===== src/rtl/frame_decoder.sv =====
// frame_decoder
//
// Receive-side frame reassembler. Pops bytes from a first-word-fall-through
// byte queue carrying the uplink packet stream (header {type[2:0],5'b0}, zero
// pad byte, then payload) and rebuilds each frame into a typed 12-bit sample
// on a valid/ready port. Malformed bytes are counted as framing errors and
// the decoder resynchronises by searching for the next valid header.
//
// Ports
//   clk          system clock, rising edge
//   rst          synchronous active-high reset
//   in_data      head byte of the input queue (valid when em_in = 0)
//   em_in        input queue empty
//   pp_in        registered pop strobe, one cycle per consumed byte
//   out_type     frame type: 1=DIN 2=ADC0 3=ADC1 4=CADC0 5=CADC1
//   out_data     sample; DIN is zero-extended {4'h0, byte}
//   out_valid    sample available, held until out_ready handshake
//   out_ready    downstream accept
//   frame_count  good frames delivered (saturating, ERR_W bits)
//   err_count    framing errors seen (saturating, ERR_W bits)
//   err_pulse    one-cycle strobe per framing error
module frame_decoder #(
    parameter int ERR_W = 8
) (
    input  logic             clk,
    input  logic             rst,
    input  logic [7:0]       in_data,
    input  logic             em_in,
    output logic             pp_in,
    output logic [2:0]       out_type,
    output logic [11:0]      out_data,
    output logic             out_valid,
    input  logic             out_ready,
    output logic [ERR_W-1:0] frame_count,
    output logic [ERR_W-1:0] err_count,
    output logic             err_pulse
);

    typedef enum logic [2:0] {
        S_HDR,
        S_PAD,
        S_HI,
        S_LO,
        S_EMIT
    } state_t;

    localparam logic [ERR_W-1:0] CNT_MAX = '1;
    localparam logic [ERR_W-1:0] CNT_ONE = {{(ERR_W-1){1'b0}}, 1'b1};

    state_t     state_q, state_d;
    logic [2:0] type_q;
    logic [3:0] hi_q;
    logic       cap;
    logic       err_d;
    logic       emit_d;
    logic       lat_type;
    logic       lat_hi;

    always_comb begin
        // A byte is only taken when no pop is in flight and no sample is
        // waiting, which limits consumption to one byte every two cycles.
        cap      = !em_in && !pp_in && !out_valid && (state_q != S_EMIT);
        state_d  = state_q;
        err_d    = 1'b0;
        emit_d   = 1'b0;
        lat_type = 1'b0;
        lat_hi   = 1'b0;
        case (state_q)
            S_HDR: begin
                if (cap) begin
                    if ((in_data[7:5] >= 3'd1) && (in_data[7:5] <= 3'd5) &&
                        (in_data[4:0] == 5'd0)) begin
                        lat_type = 1'b1;
                        state_d  = S_PAD;
                    end else begin
                        err_d = 1'b1;
                    end
                end
            end
            S_PAD: begin
                if (cap) begin
                    if (in_data == 8'h00) begin
                        // DIN carries a single data byte, ADC types two.
                        state_d = (type_q == 3'd1) ? S_LO : S_HI;
                    end else begin
                        err_d   = 1'b1;
                        state_d = S_HDR;
                    end
                end
            end
            S_HI: begin
                if (cap) begin
                    if (in_data[7:4] == 4'h0) begin
                        lat_hi  = 1'b1;
                        state_d = S_LO;
                    end else begin
                        err_d   = 1'b1;
                        state_d = S_HDR;
                    end
                end
            end
            S_LO: begin
                if (cap) begin
                    emit_d  = 1'b1;
                    state_d = S_EMIT;
                end
            end
            S_EMIT: begin
                if (out_valid && out_ready) begin
                    state_d = S_HDR;
                end
            end
            default: state_d = S_HDR;
        endcase
    end

    // Control and output registers
    always_ff @(posedge clk) begin
        if (rst) begin
            state_q     <= S_HDR;
            pp_in       <= 1'b0;
            out_valid   <= 1'b0;
            out_type    <= 3'd0;
            out_data    <= 12'd0;
            frame_count <= '0;
            err_count   <= '0;
            err_pulse   <= 1'b0;
        end else begin
            state_q   <= state_d;
            pp_in     <= cap;
            err_pulse <= err_d;
            if (err_d && (err_count != CNT_MAX)) begin
                err_count <= err_count + CNT_ONE;
            end
            if (emit_d) begin
                out_valid <= 1'b1;
                out_type  <= type_q;
                out_data  <= (type_q == 3'd1) ? {4'h0, in_data} : {hi_q, in_data};
                if (frame_count != CNT_MAX) begin
                    frame_count <= frame_count + CNT_ONE;
                end
            end else if (out_valid && out_ready) begin
                out_valid <= 1'b0;
            end
        end
    end

    // Frame-internal data latches; meaningless until the header/hi byte is taken
    always_ff @(posedge clk) begin
        if (lat_type) begin
            type_q <= in_data[7:5];
        end
        if (lat_hi) begin
            hi_q <= in_data[3:0];
        end
    end

endmodule

===== config.mk =====
export PLATFORM = sky130hd
export DESIGN_NAME = frame_decoder
export DESIGN_NICKNAME = d
export VERILOG_FILES = /design/src/rtl/frame_decoder.sv
export SDC_FILE = /design/constraint.sdc
export NUM_CORES = 1
export LEC_CHECK = 0
export ABC_AREA = 1
export BUFFER_PORTS_ARGS = -buffer_cell sky130_fd_sc_hd__buf_2
export CELL_PAD_IN_SITES_DETAIL_PLACEMENT = 0
export CELL_PAD_IN_SITES_GLOBAL_PLACEMENT = 1
export CORE_ASPECT_RATIO = 0.6
export CORE_MARGIN = 2
export CORE_UTILIZATION = 41
export DETAILED_ROUTE_END_ITERATION = 8
export PLACE_DENSITY = 0.91
export SLEW_MARGIN = 15
export SYNTH_ARGS = -nofsm -noshare
export SYNTH_HDL_FRONTEND = slang
export SYNTH_SLANG_ARGS = --single-unit
export TNS_END_PERCENT = 10

===== constraint.sdc =====
create_clock -name clk -period 2.1 [get_ports clk]
set_input_delay 0.21 -clock clk [delete_from_list [all_inputs] [get_ports clk]]
set_output_delay 0.21 -clock clk [all_outputs]
set_load 0.02 [all_outputs]

==> impl_metrics.py <==
metrics = {
    "status": {
        "outcome": "finished clean",
    },
    "yosys": {
        "syn_area_per_cell_um2": 7.84,
        "synth-async-reset-ratio_pct": 0,
        "ys_ff_latch": 44,
        "ys_types": 31,
        "ys_seq_area_share_pct": 47.9,
        "syn_area_um2": 1980,
        "syn_nets": 267,
        "synth-edff-count": 7,
        "ys_warn_count": 0,
        "syn_inst": 253,
        "ys.flop_type": "dfxtp_1",
    },
    "sta": {
        "hold_violations": 0,
        "fmax_mhz": 647,
        "setup_viol": 0,
        "finalWorstSetupSlack_ns": 0.554,
        "worst_pin_slew_ns": 0.492,
        "fin_setup_tns_ns": 0,
        "period_needed_ns": 1.55,
        "whs_ns": 0.108,
        "rsz0062_at_grt": "no",
        "slew_viol_final": 0,
        "fin_crit_sh_pct": 73.6,
        "slew_headroom_pct": 67.2,
        "finClkSkew_ns": 0.00635,
    },
    "cts": {
        "cts_root_buf": "clkbuf_8",
        "clockBufferDepth": 2,
        "postCtsSetupRepairBufs": 0,
        "postCtsHoldBufs": 0,
        "clk_latency_ns": 0.30,
        "cts_resized": 0,
        "cts_buffers": 5,
        "cts.htree.levels": 2,
        "cts.sinks": 44,
        "tritoncts": "yes",
        "clk_pin_slew_ns": 0.08,
    },
    "die": {
        "io_pins": 46,
        "start_util_pct": 43.0,
        "rows": 19,
        "die_area_um2": 5430,
        "fp.coreArea_um2": 4610,
        "dieWidth_um": 93.8,
        "die_height_um": 57.9,
    },
    "min_path": {
        "holdCritPathClass": "input pin to register",
        "holdPathStages": 1,
        "whs_endpoint": "type_q[0]$_DFFE_PP_",
        "hold_start": "in_data[5]",
    },
    "detailed_routing": {
        "drcViolationCount": 0,
        "drt_iter0_drc": 98,
        "drtPass1Iterations": 4,
        "wl_per_cell_um": 11.6,
        "wl_um": 4230,
        "vias_per_cell": 4.76,
        "via_count": 1739,
        "ant_nets": 0,
    },
    "power_and_ir_drop": {
        "cellLeakagePower_nw": 1.05,
        "seq_power_share_pct": 56.4,
        "combPwrFrac_pct": 8.5,
        "clkPwrFrac_pct": 35.1,
        "switching_share_pct": 24.7,
        "power.switching_uw": 383,
        "ir_drop_uv": 266,
        "p_int_mw": 1.17,
        "power_density_nw_per_um2": 657,
        "power.total_mw": 1.55,
    },
    "global_routing": {
        "grt_pass1_vias": 1489,
        "grt_pass1_wl_um": 6990,
        "grt_max_degree": 21,
        "antenna_found_initial": 0,
        "gr-usage-all-layers_pct": 16.8,
        "grt_overflow": 0,
    },
    "worst_setup_path": {
        "r2r_slack_ns": 0.55,
        "cp.required_ns": 2.30,
        "rr_endpoint": "err_count[0]$_SDFFE_PP0P_",
        "start_kind": "register",
        "crit_type": "register to register",
        "r2r_cells": 10,
        "reg2reg_from": "err_count[0]$_SDFFE_PP0P_",
        "cp_max_fo": 9,
        "end_kind": "register",
        "arrival_ns": 1.75,
    },
    "finish": {
        "postLayoutCoreUtil_pct": 51.2,
        "multi_input_area_um2": 868,
        "fillerInstances": 455,
        "stdcell_area_um2": 2360,
        "regArea_um2": 951,
        "nets": 315,
        "layout-drive-gt1-share_pct": 23.8,
        "antennaDiodeCount": 0,
        "fin_cells": 365,
        "syn_to_final_growth_pct": 19.1,
    },
    "place": {
        "dp_slack_ns": 0.564,
        "dp_cells": 357,
        "gp_congestion": 0.840,
        "io_buffer_count": 45,
        "dpl_cell_area_um2": 2270,
        "hpwl_um": 3180,
    },
    "run": {
        "cap_violations": 0,
    },
}
[kinds of logic after synthesis]
logic type | synth area share (%)
buffers and inverters | 8.27
xor gates and xnor gates | 2.65
and+or+nand+nor | 26.6
AOI/OAI and AO/OA | 13.3
adders and majority gates | 1.26
DFF | 47.9
[final cells by class]
cell class	count	area share, %
Sequential cell	44	40.3
Multi-Input combinational cell	169	36.8
Timing Repair Buffer	46	9.85
Inverter	35	5.88
Clock buffer	6	3.50
Tap cell	63	3.34
Clock inverter	2	0.424
[power groups by stage]
| stage | clock network, mW | registers [mW] | logic (mW) |
|---|---|---|---|
| floorplan | 0 | 0.904 | 0.0810 |
| global placement | 0 | 0.895 | 0.132 |
| detailed placement | 0 | 0.895 | 0.131 |
| CTS | 0.572 | 0.875 | 0.132 |
| global route | 0.606 | 0.877 | 0.148 |
| finish | 0.545 | 0.875 | 0.132 |
[Yosys cell counts, types with 4 or more instances]
cell type	instances	area share, %
a21oi_1	30	7.6
nand3_1	17	4.3
edfxtp_1	7	11
xor2_1	5	2.2
nand2_1	42	7.9
inv_1	30	5.7
nand2_2	4	1.3
dfxtp_1	37	37
nand4_1	10	3.2
o21ai_0	16	4.0
nor2_1	26	4.9
[layout by cell type (no fill, tap or decap), types with 2 or more instances in the layout]
cell type  count
xor2_1         5
a21oi_1       30
nand3_1       17
o21ai_0       16
nor2_4         2
nor2_1        26
o21ai_1        2
buf_2         45
nor2_2         2
clkinv_2       2
nand2_1       42
ha_1           2
inv_1         30
nand2_2        4
dfxtp_1       37
nor3_1         3
clkbuf_8       6
nand4_1       10
edfxtp_1       7
inv_2          3
[registers in the layout, summed over array words and instances, names as in the netlist, 3 cells and up]
signal	count
out_type	3
state_q	3
hi_q	4
out_data	12
err_count	8
type_q	3
frame_count	8
[per-layer routing]
| metal | global-route usage (%) | part of all wire, % | vias up |
|---|---|---|---|
| met4 | 6.21 | 1.3 | 0 |
| met3 | 5.33 | 6.0 | 5 |
| li1 | - | - | 927 |
| met2 | 23.5 | 40 | 41 |
| met1 | 24.4 | 53 | 766 |
| met5 | 0 | 0 | - |
[worst max-delay path, stage by stage, from the launching register on]
cell and delay (ns):
dfxtp_1 0.38, ha_1 0.20, nand2_1 0.08, inv_1 0.06, nand3_1 0.11, nor2_1 0.13, nand2_2 0.15, nand3_4 0.17
nand2_1 0.06, nand2_1 0.05, nor2_1 0.05
[how the worst max path moves through the flow]
| stage | startpoint | to | slack (ns) |
|---|---|---|---|
| 3_5_place_dp | err_count[0]$_SDFFE_PP0P_ | err_count[0]$_SDFFE_PP0P_ | 0.56 |
| 6_report | err_count[0]$_SDFFE_PP0P_ | err_count[0]$_SDFFE_PP0P_ | 0.55 |
| 2_1_floorplan | err_count[1]$_SDFFE_PP0P_ | err_count[0]$_SDFFE_PP0P_ | 0.57 |
| 3_3_place_gp | err_count[0]$_SDFFE_PP0P_ | err_count[0]$_SDFFE_PP0P_ | 0.57 |
| 4_1_cts | err_count[0]$_SDFFE_PP0P_ | err_count[0]$_SDFFE_PP0P_ | 0.55 |
| 5_1_grt | frame_count[1]$_SDFFE_PP0P_ | frame_count[6]$_SDFFE_PP0P_ | 0.36 |
Note: power is estimated with default switching activity, not from simulation.
